==> src/rtl/plic_gateway_sync.sv <==
// Per-source PLIC interrupt gateway: synchronises level interrupts, issues one request per
// level and blocks further requests until the handler signals completion.
module plic_gateway_sync #(
    parameter int NSRC        = 4,
    parameter int SYNC_STAGES = 3
) (
    input  logic            clock,
    input  logic            reset,
    input  logic [NSRC-1:0] io_src,
    output logic [NSRC-1:0] io_valid,
    input  logic [NSRC-1:0] io_ready,
    input  logic [NSRC-1:0] io_complete,
    output logic [NSRC-1:0] io_inflight,
    output logic            io_any_valid
);

    typedef enum logic [1:0] {
        ST_IDLE     = 2'd0,
        ST_REQ      = 2'd1,
        ST_INFLIGHT = 2'd2
    } gw_state_e;

    logic [NSRC-1:0] sync_q [SYNC_STAGES];
    logic [NSRC-1:0] sync_level;

    gw_state_e       state_q [NSRC];
    gw_state_e       state_d [NSRC];

    logic [NSRC-1:0] valid_q;
    logic [NSRC-1:0] valid_d;
    logic [NSRC-1:0] inflight_q;
    logic [NSRC-1:0] inflight_d;
    logic            any_valid_q;
    logic            any_valid_d;

    // Plain flop chain; the first stage may go metastable, later stages give it time to settle.
    always_ff @(posedge clock or posedge reset) begin
        if (reset) begin
            for (int s = 0; s < SYNC_STAGES; s++) begin
                sync_q[s] <= '0;
            end
        end else begin
            sync_q[0] <= io_src;
            for (int s = 1; s < SYNC_STAGES; s++) begin
                sync_q[s] <= sync_q[s-1];
            end
        end
    end

    assign sync_level = sync_q[SYNC_STAGES-1];

    always_comb begin
        for (int i = 0; i < NSRC; i++) begin
            // NOTE: every comb output gets a default first so no path can infer a latch.
            state_d[i] = state_q[i];
            unique case (state_q[i])
                ST_IDLE:     if (sync_level[i])  state_d[i] = ST_REQ;
                ST_REQ:      if (io_ready[i])    state_d[i] = ST_INFLIGHT;
                ST_INFLIGHT: if (io_complete[i]) state_d[i] = ST_IDLE;
                default:                         state_d[i] = ST_IDLE;
            endcase
        end
    end

    always_comb begin
        valid_d    = '0;
        inflight_d = '0;
        for (int i = 0; i < NSRC; i++) begin
            valid_d[i]    = (state_d[i] == ST_REQ);
            inflight_d[i] = (state_d[i] == ST_INFLIGHT);
        end
        any_valid_d = |valid_d;
    end

    // Outputs are registered copies of the next-state decode, so io_ready/io_complete never
    // reach an output combinationally yet the outputs stay aligned with state_q.
    always_ff @(posedge clock or posedge reset) begin
        if (reset) begin
            for (int i = 0; i < NSRC; i++) begin
                state_q[i] <= ST_IDLE;
            end
            valid_q     <= '0;
            inflight_q  <= '0;
            any_valid_q <= 1'b0;
        end else begin
            for (int i = 0; i < NSRC; i++) begin
                state_q[i] <= state_d[i];
            end
            valid_q     <= valid_d;
            inflight_q  <= inflight_d;
            any_valid_q <= any_valid_d;
        end
    end

    assign io_valid     = valid_q;
    assign io_inflight  = inflight_q;
    assign io_any_valid = any_valid_q;

endmodule

==> config.mk <==
export PLATFORM = sky130hd
export DESIGN_NAME = plic_gateway_sync
export DESIGN_NICKNAME = d
export VERILOG_FILES = /design/src/rtl/plic_gateway_sync.sv
export SDC_FILE = /design/constraint.sdc
export NUM_CORES = 1
export LEC_CHECK = 0
export CAP_MARGIN = 20
export CORE_MARGIN = 2
export CORE_UTILIZATION = 46
export DETAILED_ROUTE_END_ITERATION = 12
export HOLD_SLACK_MARGIN = 0.05
export PLACE_DENSITY = 0.75
export SLEW_MARGIN = 5
export SYNTH_ARGS = -nofsm -noshare
export SYNTH_HDL_FRONTEND = slang
export SYNTH_SLANG_ARGS = --single-unit
==> constraint.sdc <==
create_clock -name clock -period 1.6 [get_ports clock]
set_input_delay 0.4 -clock clock [delete_from_list [all_inputs] [get_ports clock]]
set_output_delay 0.4 -clock clock [all_outputs]
set_load 0.05 [all_outputs]
* After elaboration in Yosys (flattened, before gate mapping)
Cells that the tools add are included.
** Operators by class
- Add/subtract/negate cells :: 0
- Multiply operators :: 0
- Div/mod/pow operators :: 0
- Order comparisons :: 0
- Eq/ne operators :: 16
- Shift-type cells :: 0
- Mux-type cells :: 16
- Bitwise gates (word level) :: 0
- Reduce and logical (&&, ||, !) cells :: 5
** Operators by type and width (number)
- 2-to-1 mux 2 bit :: 12
- case mux 2 bit (3 select lines) :: 4
- equality test 2 x 1 -> 1 bit, second input constant :: 8
- equality test 2 bit, second input constant :: 8
- zero test 2 bit :: 4
- OR reduction 4 bit :: 1
** Storage, ports and cells
- Register bits after elaboration :: 29
- Bits in latches :: 0
- Bits in writable memories :: 0
- Memory bits (read-only) :: 0
- Output and inout port bits :: 9
- Word-level logic and storage cells :: 47
- Memories :: 0

* Depth between registers and ports, before layout
Gate-level depths: netlist of run 1.
- Depth in word-level cells :: 4
- Mapped depth :: 3
- Depth with buffers taken out :: 3

* Worst setup path before layout of run 1
OpenSTA, ideal clock, no wires.
- Kind :: flip-flop to flip-flop
- Start point :: register state_q[0] (netlist bit)
- End point :: register any_valid_q, in the netlist io_any_valid
- Setup time :: 0.139 ns
- Data arrival time :: 1.081 ns
- Data required time :: 1.461 ns
- Setup slack :: 0.380 ns
- Cell stages (with the launch flop) :: 4
- Cell sequence :: dfrtp_1 -> or2b_2 -> a21oi_2 -> or4_1
** RTL lines
- start, declared :: RTL line 26 : gw_state_e state_q [NSRC];
- start signal, assigned by index :: RTL line 87 : state_q[i] <= state_d[i];
- end signal, assigned :: RTL line 91 : any_valid_q <= any_valid_d;
- end, declared :: RTL line 33 : logic any_valid_q;

==> Implementation_results.wiki, run 1 <==
{| class="wikitable"
! Metric !! Value
|-
| Detailed-route via count || 612
|-
| Leakage Power || 0.5926 nW
|-
| Number of global-route vias before repair || 598
|-
| Share of cells above drive strength 1 || 20.41%
|-
| Placed Instances || 117
|-
| Total half-perimeter wirelength after legalization and detailed placement || 1081 µm
|-
| Mapped cell area || 925.9 µm²
|-
| Maximum clock skew at final layout || 0.006742 ns
|-
| Worst slew margin || 77.42%
|-
| Number of routed nets with antenna violations || 0
|-
| Combined global-route utilization of all metal layers || 15.16%
|-
| Path category of the worst min-delay check || flip-flop to flip-flop
|-
| Final max-slew violation count || 0
|-
| Max Cap Violations || 0
|-
| P&R area growth vs syn || 43.24%
|-
| Max Freq || 720.2 MHz
|-
| Die W || 48.87 µm
|-
| Non-filler instance count after layout || 125
|-
| Slew @ Worst Pin || 0.3388 ns
|-
| Core Area || 1922 µm²
|-
| Standard-cell row count || 16
|-
| Max IR drop VDD || 1118 µV
|-
| Setup violators final || 0
|-
| Number of DRC markers in iteration 0 || 8
|-
| Number of port buffers || 22
|-
| Root Driver || sky130_fd_sc_hd__clkbuf_4
|-
| Status || completed
|-
| Clock sink count || 29
|-
| Syn_nets || 81
|-
| Die ar. || 2388 µm²
|-
| RSZ-0062 raised after global routing || no
|-
| Tot Pwr || 2.569 mW
|-
| Number of iterations in the first detailed-routing pass || 5
|-
| Detailed-route DRC error count || 0
|-
| Total congestion overflow after global routing || 0
|-
| Total met2 wirelength after detailed routing || 795 µm
|-
| Sum of met3 wire segment lengths after detailed routing || 125 µm
|-
| Vias per Instance || 4.896
|-
| P per Cell Area || 1937 nW/µm²
|-
| Maximum net fanout on the critical path || 2
|-
| Nets || 111
|-
| M1 WL || 543 µm
|-
| Warnings from Yosys || 0
|-
| Post-synthesis instance total || 67
|-
| Uppermost signal routing layer after detailed routing || met4
|-
| Data arrival time of the critical path || 1.57 ns
|-
| Die H || 48.87 µm
|-
| Post-CTS Resized || 0
|-
| Final worst-path setup slack || 0.2116 ns
|-
| Category of the most critical setup path || input pin to flip-flop
|-
| Final RePlAce weighted congestion || 0.7524
|-
| Initial Utilization || 48.18%
|-
| Worst EP required || 1.78 ns
|-
| Overall routed net length || 1496 µm
|-
| Count of pins on the block boundary || 23
|-
| Antenna violations before repair || 0
|-
| Routed length per instance || 11.97 µm
|-
| Worst-path clk slew || 0.08 ns
|-
| Finished Cell Area || 1326 µm²
|-
| H-tree Lvls || 2
|-
| Number of hold buffers added after cts || 0
|-
| Final-report hold violation count || 0
|-
| Pre-CTS setup slack || -0.1118 ns
|-
| Number of buffers inserted to repair setup after CTS || 0
|-
| Crit path capture type || flip-flop
|-
| Clock latency on the worst-skew pair || 0.31 ns
|-
| Proportion of synthesized chip area in sequential cells || 78.38%
|-
| Total negative setup slack || 0 ns
|-
| Antenna Cells || 0
|-
| Type of origin of the critical path || input pin
|-
| Mean Syn Cell Area || 13.82 µm²
|-
| Fraction of the cycle the final worst path needs || 86.78%
|-
| Number of buffers added by the clock tree synthesis step || 5
|-
| Clock tree from TritonCTS || done
|-
| Global-route wire length before repair || 2635 µm
|-
| Synth Register Bits || 29
|-
| Dpl cell area || 1277 µm²
|-
| Maximum buffer depth of the clock tree || 2
|-
| Shortest clock period the worst path allows after layout || 1.388 ns
|-
| Number of unique standard cell types used by synthesis || 10
|-
| Maximum number of pins on one net before global-route repair || 30
|}
[cell type report]
class                   instances  area [µm²]
flip-flops and latches         29       725.7
fillers                       153       595.6
repair buffers                 23       317.8
multi-input cells              37       196.4
clock buffers                   8       48.80
well taps                      27       33.78
inverters                       1       3.754
[report_power, final]
group          switching [mW]  internal, mW  leakage [nW]
clock                   0.212         0.175        0.0265
sequential              0.188         0.942         0.354
combinational           0.540         0.512         0.212
[path summary, 6_finish.rpt]
check	end	slack, ns	cells after the start	from
setup / recovery	io_any_valid$_DFF_PP0_	0.21	4	io_ready[3]
min in group asynchronous	state_q[5]$_DFF_PP0_	0.44	3	reset
setup reg to reg	io_any_valid$_DFF_PP0_	0.30	3	state_q[0]$_DFF_PP0_
max in group asynchronous	state_q[3]$_DFF_PP0_	0.90	3	reset
hold / removal	sync_level[2]$_DFF_PP0_	0.35	0	sync_q[6]$_DFF_PP0_
hold reg to reg	sync_level[2]$_DFF_PP0_	0.35	0	sync_q[6]$_DFF_PP0_
[per-stage QoR]
step,hold slack (ns),utilization [%]
5_1_grt,0.3551,69.01
2_1_floorplan,0.3312,-
4_1_cts,0.3548,69.01
3_5_place_dp,0.3356,66.47
6_report,0.3498,69.01
3_3_place_gp,0.3322,66.47
[registers in the layout (all words and copies together) (netlist names)]
register and cells:
sync_level 4, sync_q 8, io_valid 4, state_q 8, io_inflight 4, io_any_valid 1
[synth_stat cells]
cell	instances	area share [%]
sky130_fd_sc_hd__or2b_2	4	3.8
sky130_fd_sc_hd__nand2_1	8	3.2
sky130_fd_sc_hd__o21ai_0	8	4.3
sky130_fd_sc_hd__dfrtp_1	29	78
sky130_fd_sc_hd__a21oi_1	7	3.8
sky130_fd_sc_hd__nand2b_1	4	2.7
sky130_fd_sc_hd__a21oi_2	1	0.95
sky130_fd_sc_hd__or4_1	1	0.81
sky130_fd_sc_hd__nor2_1	4	1.6
sky130_fd_sc_hd__inv_1	1	0.41
[critical path: stages]
cell,delay (ns)
sky130_fd_sc_hd__clkdlybuf4s50_1,0.48
sky130_fd_sc_hd__or2b_2,0.13
sky130_fd_sc_hd__a21oi_2,0.06
sky130_fd_sc_hd__or4_1,0.51
[layout by cell type, fill, tap and decap left out, drive strengths merged]
cell           synthesis  final
nor2                   4      4
buf                    0     10
a21oi                  8      8
clkbuf                 0      8
dfrtp                 29     29
clkdlybuf4s50          0     13
inv                    1      1
or2b                   4      4
o21ai                  8      8
or4                    1      1
nand2b                 4      4
nand2                  8      8
[routing by layer]
layer | global-route usage [%] | vias to the layer above
li1 | - | 280
met1 | 15.17 | 293
met2 | 26.03 | 35
met3 | 6.748 | 4
met4 | 8.571 | 0
met5 | 0 | -
[kinds of logic (layout without fill, tap and decap cells)]
logic type | Yosys count | in the layout | synth area share, %
AO/OA/AOI/OAI | 16 | 16 | 9.054
buffers and inverters | 1 | 32 | 0.4050
flip-flops | 29 | 29 | 78.38
AND/OR/NAND/NOR | 21 | 21 | 12.16
No activity file was read; power rests on OpenSTA's default activity.
==> inputs of run 2 (changes only) <==
- CORE_UTILIZATION: 46 -> 49
- PLACE_DENSITY: 0.75 -> 0.8
- SKIP_CTS_REPAIR_TIMING: not set -> 1
- clock period: 1.6 -> 1.7 ns (I/O delays scaled with it)
==> run 2 against run 1 <==
Against the previous run:
- utilization grew 0.74 points
- first-iteration DRC count fell by 13%
- non-clock buffer count did not move
- largest power group unchanged
==> Implementation_results.wiki, run 2 (synthesis results as in run 1) <==
{| class="wikitable"
! Metric !! Value
|-
| RSZ-0062 raised after global routing || no (unchanged)
|-
| Path category of the worst min-delay check || flip-flop to flip-flop (unchanged)
|-
| Maximum net fanout on the critical path || 2 (unchanged)
|-
| Standard-cell row count || 15 (was 16)
|-
| Worst-path clk slew || 0.08 ns (about the same)
|-
| Count of pins on the block boundary || 23 (unchanged)
|-
| Clock latency on the worst-skew pair || 0.30 ns (was 0.31 ns)
|-
| Worst reg2reg startpoint || state_q[6]$_DFF_PP0_ (was state_q[0]$_DFF_PP0_)
|-
| Routed length per instance || 11.13 µm (was 11.97 µm)
|-
| Maximum number of pins on one net before global-route repair || 30 (unchanged)
|-
| Antenna Cells || 0 (unchanged)
|-
| Clock sink count || 29 (unchanged)
|-
| Overall routed net length || 1358 µm (was 1496 µm)
|-
| Die W || 47.47 µm (was 48.87 µm)
|-
| Maximum clock skew at final layout || 0.007488 ns (was 0.006742 ns)
|-
| Clock network power share || 18.4% (was 15.1%)
|-
| Utilization of the core after routing || 69.75% (was 69.01%)
|-
| H-tree Lvls || 2 (unchanged)
|-
| Critical-path top delay cell || sky130_fd_sc_hd__or4_1 (unchanged)
|-
| Global-route wire length before repair || 2201 µm (was 2635 µm)
|-
| Worst EP required || 1.87 ns (was 1.78 ns)
|-
| Number of iterations in the first detailed-routing pass || 4 (was 5)
|-
| Largest regs || state_q: 8 flops, sync_q: 8 flops (unchanged)
|-
| Combined global-route utilization of all metal layers || 15.44% (was 15.16%)
|-
| Fraction of power consumed by sequential logic || 46.7% (was 44.0%)
|-
| Number of buffers added by the clock tree synthesis step || 5 (unchanged)
|-
| P per Cell Area || 1767 nW/µm² (was 1937 nW/µm²)
|-
| Number of global-route vias before repair || 548 (was 598)
|-
| Part of the power in combinational logic || 34.9% (was 41.0%)
|-
| Smallest hold slack || 0.3421 ns (was 0.3498 ns)
|-
| Shortest clock period the worst path allows after layout || 1.426 ns
|-
| Number of DRC markers in iteration 0 || 7 (was 8)
|-
| Switching power summed over all nets || 825.0 µW (was 939.7 µW)
|-
| Ordered cell list for the critical path || clkdlybuf4s50_1 > or2b_2 > a21oi_1 > or4_1 (was clkdlybuf4s50_1 > or2b_2 > a21oi_2 > or4_1)
|-
| Worst slew margin || 77.61% (was 77.42%)
|-
| Final max-slew violation count || 0 (unchanged)
|-
| Number of buffer and inverter instances along the worst setup path || 1 (unchanged)
|-
| Final RePlAce weighted congestion || 0.7531 (was 0.7524)
|-
| Max Cap Violations || 0 (unchanged)
|-
| Initial Utilization || 53.05% (was 48.18%)
|-
| Crit path capture type || flip-flop (unchanged)
|-
| Final-report hold violation count || 0 (unchanged)
|-
| Family of cells with the greatest summed delay on the critical path || simple AND/OR/NAND/NOR gates (unchanged)
|-
| Delay contributed by the slowest stage of the critical path || 0.50 ns (was 0.51 ns)
|-
| Launch point of the worst hold path || sync_q[7]$_DFF_PP0_ (was sync_q[6]$_DFF_PP0_)
|-
| Leakage Power || 0.5617 nW (was 0.5926 nW)
|-
| Die H || 47.47 µm (was 48.87 µm)
|-
| Category of the most critical setup path || input pin to flip-flop (unchanged)
|-
| Maximum buffer depth of the clock tree || 2 (unchanged)
|-
| Switch share || 38.36% (was 36.59%)
|-
| Setup violators final || 0 (unchanged)
|-
| Antenna violations before repair || 0 (unchanged)
|-
| Type of origin of the critical path || input pin (unchanged)
|-
| Max Freq || 701.3 MHz
|-
| Max IR drop VDD || 866.9 µV (was 1118 µV)
|-
| Die ar. || 2253 µm² (was 2388 µm²)
|-
| Commonest non-fill, non-tap cell in the layout || sky130_fd_sc_hd__dfrtp_1 (unchanged)
|-
| Data arrival time of the critical path || 1.60 ns (was 1.57 ns)
|-
| Commonest cells after routing, fill and taps aside || sky130_fd_sc_hd__dfrtp_1 (29), sky130_fd_sc_hd__clkdlybuf4s50_1 (13), sky130_fd_sc_hd__buf_4 (10) (was sky130_fd_sc_hd__dfrtp_1 (29), sky130_fd_sc_hd__clkdlybuf4s50_1 (13), sky130_fd_sc_hd__buf_12 (9))
|-
| Slew @ Worst Pin || 0.3358 ns (was 0.3388 ns)
|-
| Share of cells above drive strength 1 || 21.65% (was 20.41%)
|-
| Number of port buffers || 22 (unchanged)
|-
| Critical Path Start || io_ready[0] (was io_ready[3])
|-
| Core Area || 1745 µm² (was 1922 µm²)
|-
| Total congestion overflow after global routing || 0 (unchanged)
|-
| Vias per Instance || 4.811 (was 4.896)
|-
| Total half-perimeter wirelength after legalization and detailed placement || 978.8 µm (was 1081 µm)
|-
| Fraction of the cycle the final worst path needs || 83.88%
|-
| Detailed-route DRC error count || 0 (unchanged)
|-
| Detailed-route via count || 587 (was 612)
|-
| Clock tree from TritonCTS || done (unchanged)
|-
| Internal Dissipation || 1.326 mW (was 1.629 mW)
|-
| Number of routed nets with antenna violations || 0 (unchanged)
|-
| Root Driver || sky130_fd_sc_hd__clkbuf_4 (unchanged)
|-
| P&R area growth vs syn || 31.49% (was 43.24%)
|-
| Status || completed (unchanged)
|-
| Nets || 111 (unchanged)
|}
run 2: cell count changes in the layout (fill, tap and decap cells not counted):
cell / change
sky130_fd_sc_hd__buf_12: -9
sky130_fd_sc_hd__buf_4: +9
sky130_fd_sc_hd__clkbuf_1: -2
sky130_fd_sc_hd__clkbuf_8: +1
run 2: power by group through the flow:
stage	sequential, mW	clock, mW	combinational [mW]
2_1_floorplan	1.33	0	0.184
3_3_place_gp	1.01	0	0.739
3_5_place_dp	1.02	0	0.757
4_1_cts	1.00	0.405	0.758
5_1_grt	1.03	0.440	0.804
6_report	1.00	0.395	0.751
run 2: final cells by class:
| type | count | area (µm²) |
|---|---|---|
| clock buffer | 7 | 55.05 |
| fill | 124 | 528.0 |
| inverter | 1 | 3.754 |
| multi-input combinational | 37 | 196.4 |
| sequential | 29 | 725.7 |
| tap | 25 | 31.28 |
| timing repair buffer | 23 | 205.2 |
run 2: worst paths after layout:
check,end,cells after the start,slack [ns]
worst max-delay path,io_any_valid$_DFF_PP0_,4,0.27
worst min-delay path,sync_level[3]$_DFF_PP0_,0,0.34
worst max register to register,io_any_valid$_DFF_PP0_,3,0.41
worst min register to register,sync_level[3]$_DFF_PP0_,0,0.34
max in group asynchronous,io_valid[0]$_DFF_PP0_,3,0.97
min in group asynchronous,sync_level[1]$_DFF_PP0_,3,0.48
run 2: worst reg2reg max path: cells and delay by family (launching register included):
| kind | cells | cell delay, ns |
|---|---|---|
| AND/OR/NAND/NOR | 2 | 0.68 |
| flip-flops | 1 | 0.41 |
| AO/OA/AOI/OAI | 1 | 0.07 |
run 2: layer usage:
metal	vias up	global-route usage (%)	wire, µm	share of wire, %
met5	-	0	0	0
met4	0	11.11	20	1.5
met3	4	7.547	128	9.4
met2	24	24.32	688	51
met1	276	15.95	522	38
li1	283	-	-	-
run 2: per-stage QoR:
stage	area (µm²)	TNS [ns]	std cells	setup WS (ns)	power (mW)
CTS	1217	0	122	0.2859	2.169
floorplan	925.9	0	67	0.4803	1.518
global route	1217	0	122	0.2379	2.275
detailed placement	1162	-0.03711	115	-0.03711	1.774
finish	1217	0	122	0.2740	2.151
global placement	1162	-0.008432	115	-0.008432	1.745
==> inputs of run 3 (changes only) <==
- CORE_UTILIZATION: 49 -> 41
- PLACE_DENSITY: 0.8 -> 0.71
- clock period: 1.7 -> 1.29 ns (I/O delays scaled with it)
==> run 3 against run 2 <==
Against the previous run:
- routed wire length increased by 2.0%
- first-iteration DRC count decreased by 86%
- design area up 12%
- power is 54% higher
- flip-flop and latch count unchanged
- sequential power is 40% higher
- global-route usage shrank 2.8 points
- die area up 18%
- critical endpoint unchanged
==> Implementation_results.wiki, run 3 (synthesis results as in run 1) <==
{| class="wikitable"
! Metric !! Value
|-
| Final worst-path setup slack || 0.004013 ns (was 0.2740 ns)
|-
| Largest regs || state_q: 8 flops, sync_q: 8 flops (unchanged)
|-
| Max IR drop VDD || 1201 µV (was 866.9 µV)
|-
| Final RePlAce weighted congestion || 0.6684 (was 0.7531)
|-
| P&R area growth vs syn || 47.84% (was 31.49%)
|-
| RSZ-0062 raised after global routing || yes (was no)
|-
| Antenna Cells || 0 (unchanged)
|-
| Clock tree from TritonCTS || done (unchanged)
|-
| Path category of the worst min-delay check || input pin to async pin (was flip-flop to flip-flop)
|-
| Worst EP required || 1.48 ns (was 1.87 ns)
|-
| Antenna violations before repair || 0 (unchanged)
|-
| Count of pins on the block boundary || 23 (unchanged)
|-
| Internal Dissipation || 2.139 mW (was 1.326 mW)
|-
| Clock sink count || 29 (unchanged)
|-
| Worst-path clk slew || 0.09 ns (was 0.08 ns)
|-
| Routed length per instance || 10.91 µm (was 11.13 µm)
|-
| Final-report hold violation count || 0 (unchanged)
|-
| Crit path capture type || flip-flop (unchanged)
|-
| Type of origin of the critical path || input pin (unchanged)
|-
| Area taken by flip-flops and latches || 725.7 µm² (unchanged)
|-
| Part of the power in combinational logic || 39.7% (was 34.9%)
|-
| Clock network power share || 18.0% (was 18.4%)
|-
| Global-route wire length before repair || 2290 µm (was 2201 µm)
|-
| Category of the most critical setup path || input pin to flip-flop (unchanged)
|-
| Pre-CTS setup slack || -0.3241 ns (was -0.03711 ns)
|-
| Fraction of power consumed by sequential logic || 42.2% (was 46.7%)
|-
| Commonest cells after routing, fill and taps aside || sky130_fd_sc_hd__dfrtp_1 (29), sky130_fd_sc_hd__clkdlybuf4s50_1 (13), sky130_fd_sc_hd__buf_12 (10) (was sky130_fd_sc_hd__dfrtp_1 (29), sky130_fd_sc_hd__clkdlybuf4s50_1 (13), sky130_fd_sc_hd__buf_4 (10))
|-
| Final max-slew violation count || 0 (unchanged)
|-
| Die W || 51.52 µm (was 47.47 µm)
|-
| Overall routed net length || 1385 µm (was 1358 µm)
|-
| Switch share || 35.32% (was 38.36%)
|-
| Maximum net fanout on the critical path || 2 (unchanged)
|-
| Area occupied by multi-input gates || 196.4 µm² (unchanged)
|-
| Fraction of the cycle the final worst path needs || 99.69%
|-
| Data arrival time of the critical path || 1.48 ns (was 1.60 ns)
|-
| Detailed-route via count || 590 (was 587)
|-
| Number of global-route vias before repair || 587 (was 548)
|-
| Switching power summed over all nets || 1.168 mW (was 825.0 µW)
|-
| Total half-perimeter wirelength after legalization and detailed placement || 970.9 µm (was 978.8 µm)
|-
| Max Freq || 777.6 MHz
|-
| Initial Utilization || 42.68% (was 53.05%)
|-
| Maximum buffer depth of the clock tree || 2 (unchanged)
|-
| Commonest non-fill, non-tap cell in the layout || sky130_fd_sc_hd__dfrtp_1 (unchanged)
|-
| Number of port buffers || 22 (unchanged)
|-
| Detailed-route DRC error count || 0 (unchanged)
|-
| Fillers || 182 (was 124)
|-
| Share of cells above drive strength 1 || 24.24% (was 21.65%)
|-
| Nets || 112 (was 111)
|-
| Number of iterations in the first detailed-routing pass || 2 (was 4)
|-
| P per Cell Area || 2416 nW/µm² (was 1767 nW/µm²)
|-
| Clock latency on the worst-skew pair || 0.31 ns (was 0.30 ns)
|-
| Utilization of the core after routing || 63.09% (was 69.75%)
|-
| Maximum clock skew at final layout || 0.006738 ns (was 0.007488 ns)
|-
| Shortest clock period the worst path allows after layout || 1.286 ns
|-
| Core Area || 2170 µm² (was 1745 µm²)
|-
| H-tree Lvls || 2 (unchanged)
|-
| Combined global-route utilization of all metal layers || 12.66% (was 15.44%)
|-
| Root Driver || sky130_fd_sc_hd__clkbuf_4 (unchanged)
|-
| Number of buffers added by the clock tree synthesis step || 5 (unchanged)
|-
| Number of DRC markers in iteration 0 || 1 (was 7)
|-
| Die ar. || 2654 µm² (was 2253 µm²)
|-
| Leakage Power || 0.6169 nW (was 0.5617 nW)
|-
| Vias per Instance || 4.646 (was 4.811)
|-
| Number of routed nets with antenna violations || 0 (unchanged)
|-
| Max Cap Violations || 0 (unchanged)
|-
| Slew @ Worst Pin || 0.1658 ns (was 0.3358 ns)
|-
| Standard-cell row count || 17 (was 15)
|-
| Worst slew margin || 88.83% (was 77.61%)
|-
| Total congestion overflow after global routing || 0 (unchanged)
|-
| Setup violators final || 0 (unchanged)
|-
| Maximum number of pins on one net before global-route repair || 30 (unchanged)
|-
| Status || completed (unchanged)
|-
| Die H || 51.52 µm (was 47.47 µm)
|}
==> run 3: cell count changes in the layout (fill, tap and decap cells not counted), sizes merged <==
| cell | delta |
|---|---|
| buf | +1 |
| clkinv | +1 |
==> run 3: final timing paths <==
path                                      start                      end  slack, ns  cells after the start
max                                 io_ready[3]   io_any_valid$_DFF_PP0_      0.004                      4
min                                       reset      sync_q[5]$_DFF_PP0_       0.33                      3
max reg2reg                state_q[0]$_DFF_PP0_   io_any_valid$_DFF_PP0_       0.02                      3
min reg2reg                 sync_q[4]$_DFF_PP0_  sync_level[0]$_DFF_PP0_       0.35                      0
max in group asynchronous                 reset     state_q[7]$_DFF_PP0_       0.80                      3
min in group clock          sync_q[4]$_DFF_PP0_  sync_level[0]$_DFF_PP0_       0.35                      0
==> run 3: stage by stage <==
stage	area [µm²]	TNS [ns]	hold WS (ns)	std cells	power, mW
2_1_floorplan	925.9	0	0.3312	67	2.000
3_3_place_gp	1291	-0.3283	0.3331	118	2.689
3_5_place_dp	1291	-0.3395	0.3347	118	2.721
4_1_cts	1361	0	0.3236	126	3.331
5_1_grt	1369	-0.01199	0.3267	127	3.486
6_report	1369	0	0.3292	127	3.308
==> run 3: layout make-up <==
cell class,instances,area share (%)
Timing Repair Buffer,24,24.68
Multi-Input combinational cell,37,14.35
Clock buffer,7,4.753
Inverter,1,0.2742
Tap cell,28,2.559
Sequential cell,29,53.02
Clock inverter,1,0.3656
==> run 3: layer usage <==
layer | vias to the layer above | global-route usage (%) | wire length [µm]
met3 | 6 | 5.460 | 103
met1 | 274 | 13.15 | 578
li1 | 288 | - | -
met4 | 0 | 10.09 | 38
met2 | 22 | 19.87 | 664
met5 | - | 0 | 0
==> run 3: power groups by stage <==
stage / Clock [mW] / Sequential [mW] / Combinational, mW
3_3_place_gp: 0 / 1.40 / 1.29
3_5_place_dp: 0 / 1.42 / 1.31
6_report: 0.597 / 1.40 / 1.31
4_1_cts: 0.623 / 1.40 / 1.31
2_1_floorplan: 0 / 1.76 / 0.242
5_1_grt: 0.672 / 1.43 / 1.38
==> run 3: worst max-delay path: stages <==
cell and delay, ns:
sky130_fd_sc_hd__clkdlybuf4s50_1 0.48, sky130_fd_sc_hd__or2b_2 0.12, sky130_fd_sc_hd__a21oi_2 0.05, sky130_fd_sc_hd__or4_1 0.50
